--- config.mk ---
export PLATFORM = sky130hd
export DESIGN_NAME = mem_arb_flat
export DESIGN_NICKNAME = d
export VERILOG_FILES = /design/src/rtl/mem_pkg.sv /design/src/rtl/mem_arb_if.sv /design/src/rtl/byte_asm.sv /design/src/rtl/mem_arb.sv /design/src/flat_wrapper.sv
export SDC_FILE = /design/constraint.sdc
export NUM_CORES = 1
export LEC_CHECK = 0
export BUFFER_PORTS_ARGS = -buffer_cell sky130_fd_sc_hd__buf_2
export CAP_MARGIN = 20
export CORE_ASPECT_RATIO = 0.6
export CORE_MARGIN = 3
export CORE_UTILIZATION = 30
export DETAILED_ROUTE_END_ITERATION = 6
export SETUP_SLACK_MARGIN = 0.2
export SLEW_MARGIN = 20
export SYNTH_ARGS = -nofsm -noshare
export SYNTH_HDL_FRONTEND = slang
export SYNTH_SLANG_ARGS = --single-unit
--- constraint.sdc ---
create_clock -name clk -period 3.5 [get_ports clk]
set_clock_uncertainty 0.05 [all_clocks]
set_input_delay 0 -clock clk [delete_from_list [all_inputs] [get_ports clk]]
set_output_delay 0 -clock clk [all_outputs]
set_load 0.03 [all_outputs]
--- src/rtl/mem_pkg.sv ---
// Shared types and constants for the byte-serial memory arbiter.
package mem_pkg;

    localparam int unsigned AW_DEF = 32;
    localparam int unsigned DW_DEF = 32;

    // mm_cu encodings: byte count minus one
    localparam logic [1:0] CU_B = 2'd0;
    localparam logic [1:0] CU_H = 2'd1;
    localparam logic [1:0] CU_W = 2'd3;

    typedef enum logic [2:0] {
        StIdle,
        StIfRd,
        StMmRd,
        StMmWr,
        StDone
    } state_e;

    // Little-endian byte lane select
    function automatic logic [7:0] byte_of(input logic [31:0] w, input logic [1:0] idx);
        return w[{idx, 3'b000} +: 8];
    endfunction

endpackage

--- src/rtl/mem_arb_if.sv ---
// Requester and RAM-side signal bundle of the memory arbiter.
interface mem_arb_if #(
    parameter int unsigned AW = 32,
    parameter int unsigned DW = 32
);
    // Instruction fetch requester
    logic          if_e;
    logic [AW-1:0] if_a;
    logic [DW-1:0] if_n;
    logic          if_ok;

    // Memory-stage requester
    logic          mm_e;
    logic          mm_wr;
    logic [AW-1:0] mm_a;
    logic [1:0]    mm_cu;
    logic [DW-1:0] mm_n_i;
    logic [DW-1:0] mm_n_o;
    logic          mm_ok;

    // Byte-wide RAM port
    logic [7:0]    ram_rn;
    logic [7:0]    ram_wn;
    logic [AW-1:0] ram_a;
    logic          ram_wr;

    // Core + RAM side
    modport master (
        output if_e, if_a, mm_e, mm_wr, mm_a, mm_cu, mm_n_i, ram_rn,
        input  if_n, if_ok, mm_n_o, mm_ok, ram_wn, ram_a, ram_wr
    );

    // Arbiter side
    modport slave (
        input  if_e, if_a, mm_e, mm_wr, mm_a, mm_cu, mm_n_i, ram_rn,
        output if_n, if_ok, mm_n_o, mm_ok, ram_wn, ram_a, ram_wr
    );

endinterface

--- src/rtl/byte_asm.sv ---
// Little-endian word assembler: collects read bytes one lane at a time.
// 'word' already contains the byte being captured this cycle, so the
// owner can register the complete word on the same edge as the last capture.
module byte_asm #(
    parameter int unsigned DW = 32
) (
    input  logic          clk,
    input  logic          rst,
    input  logic          clr,
    input  logic          cap,
    input  logic [1:0]    idx,
    input  logic [7:0]    din,
    output logic [DW-1:0] word
);

    logic [DW-1:0] word_q;
    logic [DW-1:0] word_d;

    // Merge the incoming byte into its lane
    always_comb begin
        word_d = word_q;
        if (cap) begin
            word_d[{idx, 3'b000} +: 8] = din;
        end
    end

    // Assembly register; cleared while the arbiter is idle so short loads zero-extend
    always_ff @(posedge clk or negedge rst) begin
        if (!rst) begin
            word_q <= '0;
        end else if (clr) begin
            word_q <= '0;
        end else if (cap) begin
            word_q <= word_d;
        end
    end

    assign word = word_d;

endmodule

--- src/rtl/mem_arb.sv ---
// Byte-serial arbiter between instruction fetch / memory stage and an 8-bit RAM.
// Memory stage wins ties; a running transfer is never preempted. All outputs
// are registered, so every *_d below is the value seen in the next cycle.
module mem_arb
    import mem_pkg::*;
#(
    parameter int unsigned AW = AW_DEF,
    parameter int unsigned DW = DW_DEF
) (
    input logic      clk,
    input logic      rst,
    mem_arb_if.slave bus
);

    state_e        state_q, state_d;
    logic [2:0]    cnt_q, cnt_d;
    logic [2:0]    len_q, len_d;
    logic [AW-1:0] base_q, base_d;
    logic [DW-1:0] wdata_q, wdata_d;

    logic [DW-1:0] if_n_q, if_n_d;
    logic          if_ok_q, if_ok_d;
    logic [DW-1:0] mm_n_o_q, mm_n_o_d;
    logic          mm_ok_q, mm_ok_d;
    logic [7:0]    ram_wn_q, ram_wn_d;
    logic [AW-1:0] ram_a_q, ram_a_d;
    logic          ram_wr_q, ram_wr_d;

    logic          asm_clr;
    logic          asm_cap;
    logic [1:0]    asm_idx;
    logic [DW-1:0] asm_word;

    // Byte i-1 arrives in busy cycle i; an aborting fetch captures nothing
    assign asm_clr = (state_q == StIdle);
    assign asm_cap = (((state_q == StIfRd) && bus.if_e) || (state_q == StMmRd)) &&
                     (cnt_q != 3'd0);
    assign asm_idx = 2'(cnt_q - 3'd1);

    byte_asm #(
        .DW (DW)
    ) u_byte_asm (
        .clk  (clk),
        .rst  (rst),
        .clr  (asm_clr),
        .cap  (asm_cap),
        .idx  (asm_idx),
        .din  (bus.ram_rn),
        .word (asm_word)
    );

    // Arbitration, byte sequencing and next values of the registered outputs
    always_comb begin
        state_d  = state_q;
        cnt_d    = cnt_q;
        len_d    = len_q;
        base_d   = base_q;
        wdata_d  = wdata_q;
        if_n_d   = if_n_q;
        mm_n_o_d = mm_n_o_q;
        if_ok_d  = 1'b0;
        mm_ok_d  = 1'b0;
        ram_wn_d = 8'h00;
        ram_a_d  = '0;
        ram_wr_d = 1'b0;

        case (state_q)
            StIdle: begin
                cnt_d = 3'd0;
                if (bus.mm_e) begin
                    base_d  = bus.mm_a;
                    len_d   = {1'b0, bus.mm_cu} + 3'd1;
                    wdata_d = bus.mm_n_i;
                    ram_a_d = bus.mm_a;
                    if (bus.mm_wr) begin
                        state_d  = StMmWr;
                        ram_wr_d = 1'b1;
                        ram_wn_d = bus.mm_n_i[7:0];
                    end else begin
                        state_d = StMmRd;
                    end
                end else if (bus.if_e) begin
                    base_d  = bus.if_a;
                    len_d   = {1'b0, CU_W} + 3'd1;
                    ram_a_d = bus.if_a;
                    state_d = StIfRd;
                end
            end

            StIfRd, StMmRd: begin
                if ((state_q == StIfRd) && !bus.if_e) begin
                    // Fetch withdrawn: drop partial data, no completion
                    state_d = StIdle;
                    cnt_d   = 3'd0;
                end else begin
                    cnt_d = cnt_q + 3'd1;
                    if (cnt_q == len_q) begin
                        state_d = StDone;
                        if (state_q == StIfRd) begin
                            if_ok_d = 1'b1;
                            if_n_d  = asm_word;
                        end else begin
                            mm_ok_d  = 1'b1;
                            mm_n_o_d = asm_word;
                        end
                    end else if (cnt_q == len_q - 3'd1) begin
                        // Extra cycle waits for the last byte; address stays put
                        ram_a_d = ram_a_q;
                    end else begin
                        ram_a_d = base_q + AW'(cnt_d);
                    end
                end
            end

            StMmWr: begin
                if (cnt_q == len_q - 3'd1) begin
                    state_d = StDone;
                    mm_ok_d = 1'b1;
                end else begin
                    cnt_d    = cnt_q + 3'd1;
                    ram_wr_d = 1'b1;
                    ram_a_d  = base_q + AW'(cnt_d);
                    ram_wn_d = byte_of(wdata_q, cnt_d[1:0]);
                end
            end

            StDone: begin
                // Requests are not sampled here, forcing one idle cycle
                state_d = StIdle;
                cnt_d   = 3'd0;
            end

            default: begin
                state_d = StIdle;
                cnt_d   = 3'd0;
            end
        endcase
    end

    // State, transfer context and output registers
    always_ff @(posedge clk or negedge rst) begin
        if (!rst) begin
            state_q  <= StIdle;
            cnt_q    <= 3'd0;
            len_q    <= 3'd0;
            base_q   <= '0;
            wdata_q  <= '0;
            if_n_q   <= '0;
            if_ok_q  <= 1'b0;
            mm_n_o_q <= '0;
            mm_ok_q  <= 1'b0;
            ram_wn_q <= 8'h00;
            ram_a_q  <= '0;
            ram_wr_q <= 1'b0;
        end else begin
            state_q  <= state_d;
            cnt_q    <= cnt_d;
            len_q    <= len_d;
            base_q   <= base_d;
            wdata_q  <= wdata_d;
            if_n_q   <= if_n_d;
            if_ok_q  <= if_ok_d;
            mm_n_o_q <= mm_n_o_d;
            mm_ok_q  <= mm_ok_d;
            ram_wn_q <= ram_wn_d;
            ram_a_q  <= ram_a_d;
            ram_wr_q <= ram_wr_d;
        end
    end

    assign bus.if_n   = if_n_q;
    assign bus.if_ok  = if_ok_q;
    assign bus.mm_n_o = mm_n_o_q;
    assign bus.mm_ok  = mm_ok_q;
    assign bus.ram_wn = ram_wn_q;
    assign bus.ram_a  = ram_a_q;
    assign bus.ram_wr = ram_wr_q;

endmodule

--- src/flat_wrapper.sv ---
// flat-port wrapper written by rule: the top's interface ports become plain ports
module mem_arb_flat import mem_pkg::*;
#(
    parameter int unsigned AW = AW_DEF,
    parameter int unsigned DW = DW_DEF
)
  (clk, rst, bus_if_e, bus_if_a, bus_mm_e, bus_mm_wr, bus_mm_a, bus_mm_cu, bus_mm_n_i, bus_ram_rn, bus_if_n, bus_if_ok, bus_mm_n_o, bus_mm_ok, bus_ram_wn, bus_ram_a, bus_ram_wr);
  mem_arb_if #(.AW(AW), .DW(DW)) bus_i ();
  input logic clk;
  input logic rst;
  input wire logic [$bits(bus_i.if_e)-1:0] bus_if_e;
  input wire logic [$bits(bus_i.if_a)-1:0] bus_if_a;
  input wire logic [$bits(bus_i.mm_e)-1:0] bus_mm_e;
  input wire logic [$bits(bus_i.mm_wr)-1:0] bus_mm_wr;
  input wire logic [$bits(bus_i.mm_a)-1:0] bus_mm_a;
  input wire logic [$bits(bus_i.mm_cu)-1:0] bus_mm_cu;
  input wire logic [$bits(bus_i.mm_n_i)-1:0] bus_mm_n_i;
  input wire logic [$bits(bus_i.ram_rn)-1:0] bus_ram_rn;
  output wire logic [$bits(bus_i.if_n)-1:0] bus_if_n;
  output wire logic [$bits(bus_i.if_ok)-1:0] bus_if_ok;
  output wire logic [$bits(bus_i.mm_n_o)-1:0] bus_mm_n_o;
  output wire logic [$bits(bus_i.mm_ok)-1:0] bus_mm_ok;
  output wire logic [$bits(bus_i.ram_wn)-1:0] bus_ram_wn;
  output wire logic [$bits(bus_i.ram_a)-1:0] bus_ram_a;
  output wire logic [$bits(bus_i.ram_wr)-1:0] bus_ram_wr;
  assign bus_i.if_e = bus_if_e;
  assign bus_i.if_a = bus_if_a;
  assign bus_i.mm_e = bus_mm_e;
  assign bus_i.mm_wr = bus_mm_wr;
  assign bus_i.mm_a = bus_mm_a;
  assign bus_i.mm_cu = bus_mm_cu;
  assign bus_i.mm_n_i = bus_mm_n_i;
  assign bus_i.ram_rn = bus_ram_rn;
  assign bus_if_n = bus_i.if_n;
  assign bus_if_ok = bus_i.if_ok;
  assign bus_mm_n_o = bus_i.mm_n_o;
  assign bus_mm_ok = bus_i.mm_ok;
  assign bus_ram_wn = bus_i.ram_wn;
  assign bus_ram_a = bus_i.ram_a;
  assign bus_ram_wr = bus_i.ram_wr;
  mem_arb #(.AW(AW), .DW(DW)) u_core (.clk(clk), .rst(rst), .bus(bus_i));
endmodule
# == Yosys cells after proc, flatten, opt, wreduce, memory -nomap -nowiden ==
# Index checks and enable logic that the tools add are counted.
# op_classes
order_cmp,0
reduce_logical,15
n_div,0
n_mux,42
addsub,6
shift,3
bitwise,2
eq_ne,10
n_mul,0
# ops
op,count
two-way mux 32 bit,11
one-hot mux 32 bit (3 select lines),1
adder 32 x 3 -> 32 bit,1
bitwise mux 32 bit,1
variable shift 8 x 7 -> 32 bit (first input constant),1
variable part select 32 x 6 -> 8 bit,1
variable part select 8 x 7 -> 32 bit,1
two-way mux 3 bit,9
two-way mux 8 bit,3
one-hot mux 8 bit (2 select lines),1
two-way mux 1 bit,12
one-hot mux 3 bit (3 select lines),1
AND reduction 4 bit,2
negation 5 -> 7 bit,1
== test 3 x 2 -> 1 bit (second input constant),2
== test 3 bit,2
one-hot mux 3 bit (2 select lines),1
!= test 4 x 2 -> 1 bit (second input constant),1
one-hot mux 1 bit (2 select lines),2
AND reduction 2 bit,2
nonzero test 2 bit,2
adder 2 x 1 -> 3 bit (second input constant),1
adder 3 x 1 -> 3 bit (second input constant),1
== test 3 x 1 -> 1 bit (second input constant),1
other kinds (14),17
# totals
regBits,212
mem_bits_rw,0
n_memories,0
inputBits,111
latch_bits,0
mem_bits_ro,0
output_inout_bits,107
wordCells,91

# == Longest topological paths before layout ==
# logic_depth
word_depth,7
depth_mapped,9
mapped_depth_nobuf,8

# == Cells and area by module ==
# Synthesis repeated with hierarchy kept, for this count alone.
# unflattened
hier_cells,867
hier_area_um2,9846.9
# by_module_without_submodules
module,instances,cells_per_inst,seq_area_each_um2,area_each_um2
mem_arb,1,711,4504.3,8150.3
byte_asm,1,156,800.8,1696.6

# == Worst setup path after synthesis ==
# Ideal clock, no wire load.
# synth_path
path_kind,register to register
startpoint,register u_core.cnt_q[0]
endpoint,"register u_core.ram_a_q[25], in the netlist u_core.bus.ram_a[25]"
setup_slack_ns,0.869
setup_time_ns,0.094
path_stages_with_launch,10
t_arrival_ns,2.487
period_less_slack_ns,2.631
path_cell_list,dfrtp_1 ha_1 xor2_1 ha_1 a21oi_1 nand2_1 and3_1 buf_2 a311o_1 a211oi_1
# synth_via
elab_chain_len,6
elab_cells_between_ends,10
cone_classes,add/sub: 2; eq/ne: 3; mux: 5
# synth_rtl
item,line,text
start: declaration,mem_arb.sv:16,"logic [2:0] cnt_q, cnt_d;"
start signal: assignment,mem_arb.sv:157,cnt_q <= cnt_d;
adder 3 x 1 -> 3 bit,"mem_arb.sv:96, mem_arb.sv:120",
adder 32 x 3 -> 32 bit,"mem_arb.sv:110, mem_arb.sv:122",
two-way mux 32 bit,mem_arb.sv:106,end else if (cnt_q == len_q - 3'd1) begin
two-way mux 32 bit,mem_arb.sv:97,if (cnt_q == len_q) begin
two-way mux 32 bit,mem_arb.sv:91,if ((state_q == StIfRd) && !bus.if_e) begin
one-hot mux 32 bit (3 select lines),mem_arb.sv:67,case (state_q)
end signal: assignment,mem_arb.sv:166,ram_a_q <= ram_a_d;
end: declaration,mem_arb.sv:26,"logic [AW-1:0] ram_a_q, ram_a_d;"
# Parallel ways exist; a longest one is shown, timed or not. The select of a mux whose other input is x is not followed.
# A chain may end at the register's enable or synchronous reset.

# == Worst setup path in the final report ==
# Ends and elaborated chain as after synthesis.

==> run_results.csv <==
group,metric,value,unit
finish,layout.cells.non_filler,1703,
drt,drc_errors,0,
setup_path,critPathCaptureType,"flip-flop",
outcome,status,"finished clean",
global_route,antenna_found_initial,0,
setup_path,r2r-end,"u_core.bus.ram_a[25]",
place,pre_cts_slack,0.500,ns
cts,clock-sinks,212,
drt,viasPerCell,4.92,
setup_path,critical_path_arrival,3.40,ns
yosys,synth_top_area_frac,0.542,
floorplanning,die_h,146,um
floorplanning,die_area,34900,sq um
setup_path,crit_fanout,10,
yosys,syn_area,9790,sq um
floorplanning,pin_count,218,
global_route,grt_overflow,0,
global_route,met3_usage,0.0420,
timing,fin_crit_sh,0.864,
yosys,syn_avg_cell_area,10.2,sq um
yosys,synthTopCellsByArea,"dfrtp_1 54%, nand2_1 7.9%, o21ai_0 4.5%",
timing,rsz0062_at_grt,"no",
cts,cts_tree,"yes",
yosys,synth_nets,1085,
finish,drive_gt1_frac,0.233,
finish,antenna_cells,0,
finish,final_area,13200,sq um
yosys,synth_top_cell_by_area,"dfrtp_1",
global_route,grtUsageTotal,0.171,
yosys,ys_types,63,
global_route,grt_pass1_wl,47.8,mm
power,pwr-share-clk,0.234,
timing,slew_headroom,0.297,
global_route,met1_usage,0.253,
setup_path,crit_type,"reg2reg",
floorplanning,row_count,50,
finish,fillerInstances,3096,
yosys,ys_async_sr_fraction,1.00,
yosys,post-synth-top-count-cell,"dfrtp_1",
floorplanning,die-width,239,um
timing,hold_viol_final,0,
setup_path,ff2ff_path_depth,8,
timing,setup_viol,0,
place,place.gp.congestion,0.849,
setup_path,worst_ep_required_time,3.88,ns
power,p_per_area,776,nW/um^2
drt,first_pass_iters,4,
cts,cts_buffers,22,
power,p_sw,4.18,mW
place,port_buffers,217,
timing,max_freq,331,MHz
job,maxCapViolCount,0,
power,pwr-share-seq,0.374,
drt,ant_nets,0,
yosys,ys_warn_count,0,
place,dp_cells,1550,
finish,area_delta_synth_final,34.9,%
drt,routed_wl,29.9,mm
setup_path,r2r-start,"u_core.cnt_q[0]",
power,p_sw_frac,0.408,
timing,setup_tns,0,ns
cts,cts_root_buf,"clkbuf_16",
power,p_int,6.07,mW
power,leakage,6.54,nW
drt,drtIter0Drc,587,
global_route,grt_pass1_vias,8493,
cts,h-tree-depth,1,
drt,routedWlPerCell,17.6,um
drt,vias,8377,
floorplanning,core,31700,sq um
global_route,grt_max_degree,113,
yosys,ys_seq_area_frac,0.542,
cts,clk_path_buf_depth,3,
cts,clk_pin_slew,0.07,ns
floorplanning,start_util,0.309,
timing,maxSlewViolCount,0,
finish,nets,1394,
yosys,synthFlopType,"dfrtp_1",
global_route,grt_most_used_layer,"met2",
place,hpwl,20.3,mm
hold_path,hold_class,"in2async",
yosys,ys_top_cells_by_count,"212 x dfrtp_1, 206 x nand2_1, 89 x o21ai_0",
yosys,synth_edf_count,0,
setup_path,reg2reg_slack,0.48,ns
setup_path,crit_path_start_kind,"flip-flop",
cts,clock_latency,0.52,ns
power,power_frac_comb,0.392,
yosys,ys_ff_latch,212,
global_route,met2_usage,0.254,
yosys,synthCells,962,
timing,min_period,3.02,ns
timing,fin_ws,0.476,ns
timing,worst_pin_slew,1.05,ns
place,placed_cell_area,11300,sq um
power,ir_drop,0.000301,V
-- cell type report --
type / count / area [sq um] / share of cell area
repair buffers: 351 / 2400 / 0.182
clock inverters: 11 / 90.1 / 0.00682
well taps: 416 / 520 / 0.0394
multi-input cells: 664 / 4180 / 0.317
clock buffers: 29 / 638 / 0.0483
flip-flops and latches: 212 / 5310 / 0.401
inverters: 20 / 75.1 / 0.00568
-- critical path: stages (launching register included) --
cell and delay [ns]:
dfrtp_1 0.57, ha_1 0.27, xor2_1 0.21, ha_1 0.32, a21oi_1 0.42, nand2_1 0.23
and3_1 0.31, a311o_1 0.37, a211oi_1 0.19
-- logic make-up after synthesis --
kind of cell,count (synthesis),share of synthesized area
simple gates,328,0.146
mux,41,0.0522
fa+ha+maj,12,0.0161
flops,212,0.542
xor+xnor,29,0.0273
buf+inv,86,0.0349
compound gates,254,0.181
-- cells in the final DEF, fill, tap and decap left out, types with 10 or more instances in the layout --
cell and n:
nand2_1 206, and3_1 12, nor2_1 42, a22oi_1 18, o21ai_0 89, inv_1 20, mux2i_1 32, nor2b_1 11
buf_2 216, a21oi_1 11, a31oi_1 14, dfrtp_1 212, clkbuf_16 23, xnor2_1 18, ha_1 11, buf_4 20
xor2_1 10, a22o_1 33, a21o_1 25, dlygate4sd3_1 112, a221o_1 13, nand3_1 18
-- power by group through the flow --
stage | Clock [mW] | Combinational (mW) | Sequential, mW
global route | 2.59 | 4.44 | 3.94
floorplan | 0 | 2.04 | 4.38
global placement | 0 | 3.83 | 3.84
CTS | 2.49 | 4.04 | 3.83
finish | 2.40 | 4.02 | 3.83
detailed placement | 0 | 3.91 | 3.86
-- layer usage --
| layer | share of wire | wire length, um | vias to the layer above |
|---|---|---|---|
| met5 | 0 | 0 | - |
| met2 | 0.43 | 13000 | 241 |
| met4 | 0.018 | 541 | 0 |
| met1 | 0.49 | 14600 | 4072 |
| li1 | - | - | 4019 |
| met3 | 0.060 | 1790 | 45 |
-- per-stage QoR --
stage	power, mW	util	hold WS, ns
floorplan	6.42	-	-0.346
global placement	7.67	0.358	0.0835
detailed placement	7.77	0.358	0.0846
CTS	10.3	0.417	0.121
global route	11.0	0.417	0.133
finish	10.3	0.417	0.0376
-- worst max path at each step --
stage               depth (start not counted)                     to       startpoint
floorplan                                   9   u_core.bus.ram_a[25]  u_core.cnt_q[0]
CTS                                         8   u_core.bus.mm_n_o[9]  u_core.cnt_q[0]
detailed placement                          8   u_core.bus.mm_n_o[9]  u_core.cnt_q[0]
finish                                      8   u_core.bus.ram_a[25]  u_core.cnt_q[0]
global route                                7    u_core.bus.if_n[17]  u_core.cnt_q[0]
global placement                            8  u_core.bus.mm_n_o[14]  u_core.cnt_q[0]
-- state kept, by name (all words and copies together), names as in the netlist --
signal / cells
u_core.state_q: 3
u_core.base_q: 32
u_core.len_q: 3
u_core.bus.ram_wn: 8
u_core.bus.if_n: 32
u_core.u_byte_asm.word_q: 32
u_core.bus.ram_wr: 1
u_core.bus.if_ok: 1
u_core.bus.ram_a: 32
u_core.cnt_q: 3
u_core.bus.mm_n_o: 32
u_core.bus.mm_ok: 1
u_core.wdata_q: 32
-- repair_timing --
item                       CTS  global route
hold endpoints to repair   295             0
setup endpoints to repair    0             3
resized for setup            0             1
hold buffers               112             0
setup buffers                0             0
No activity file was read; power rests on OpenSTA's default activity.
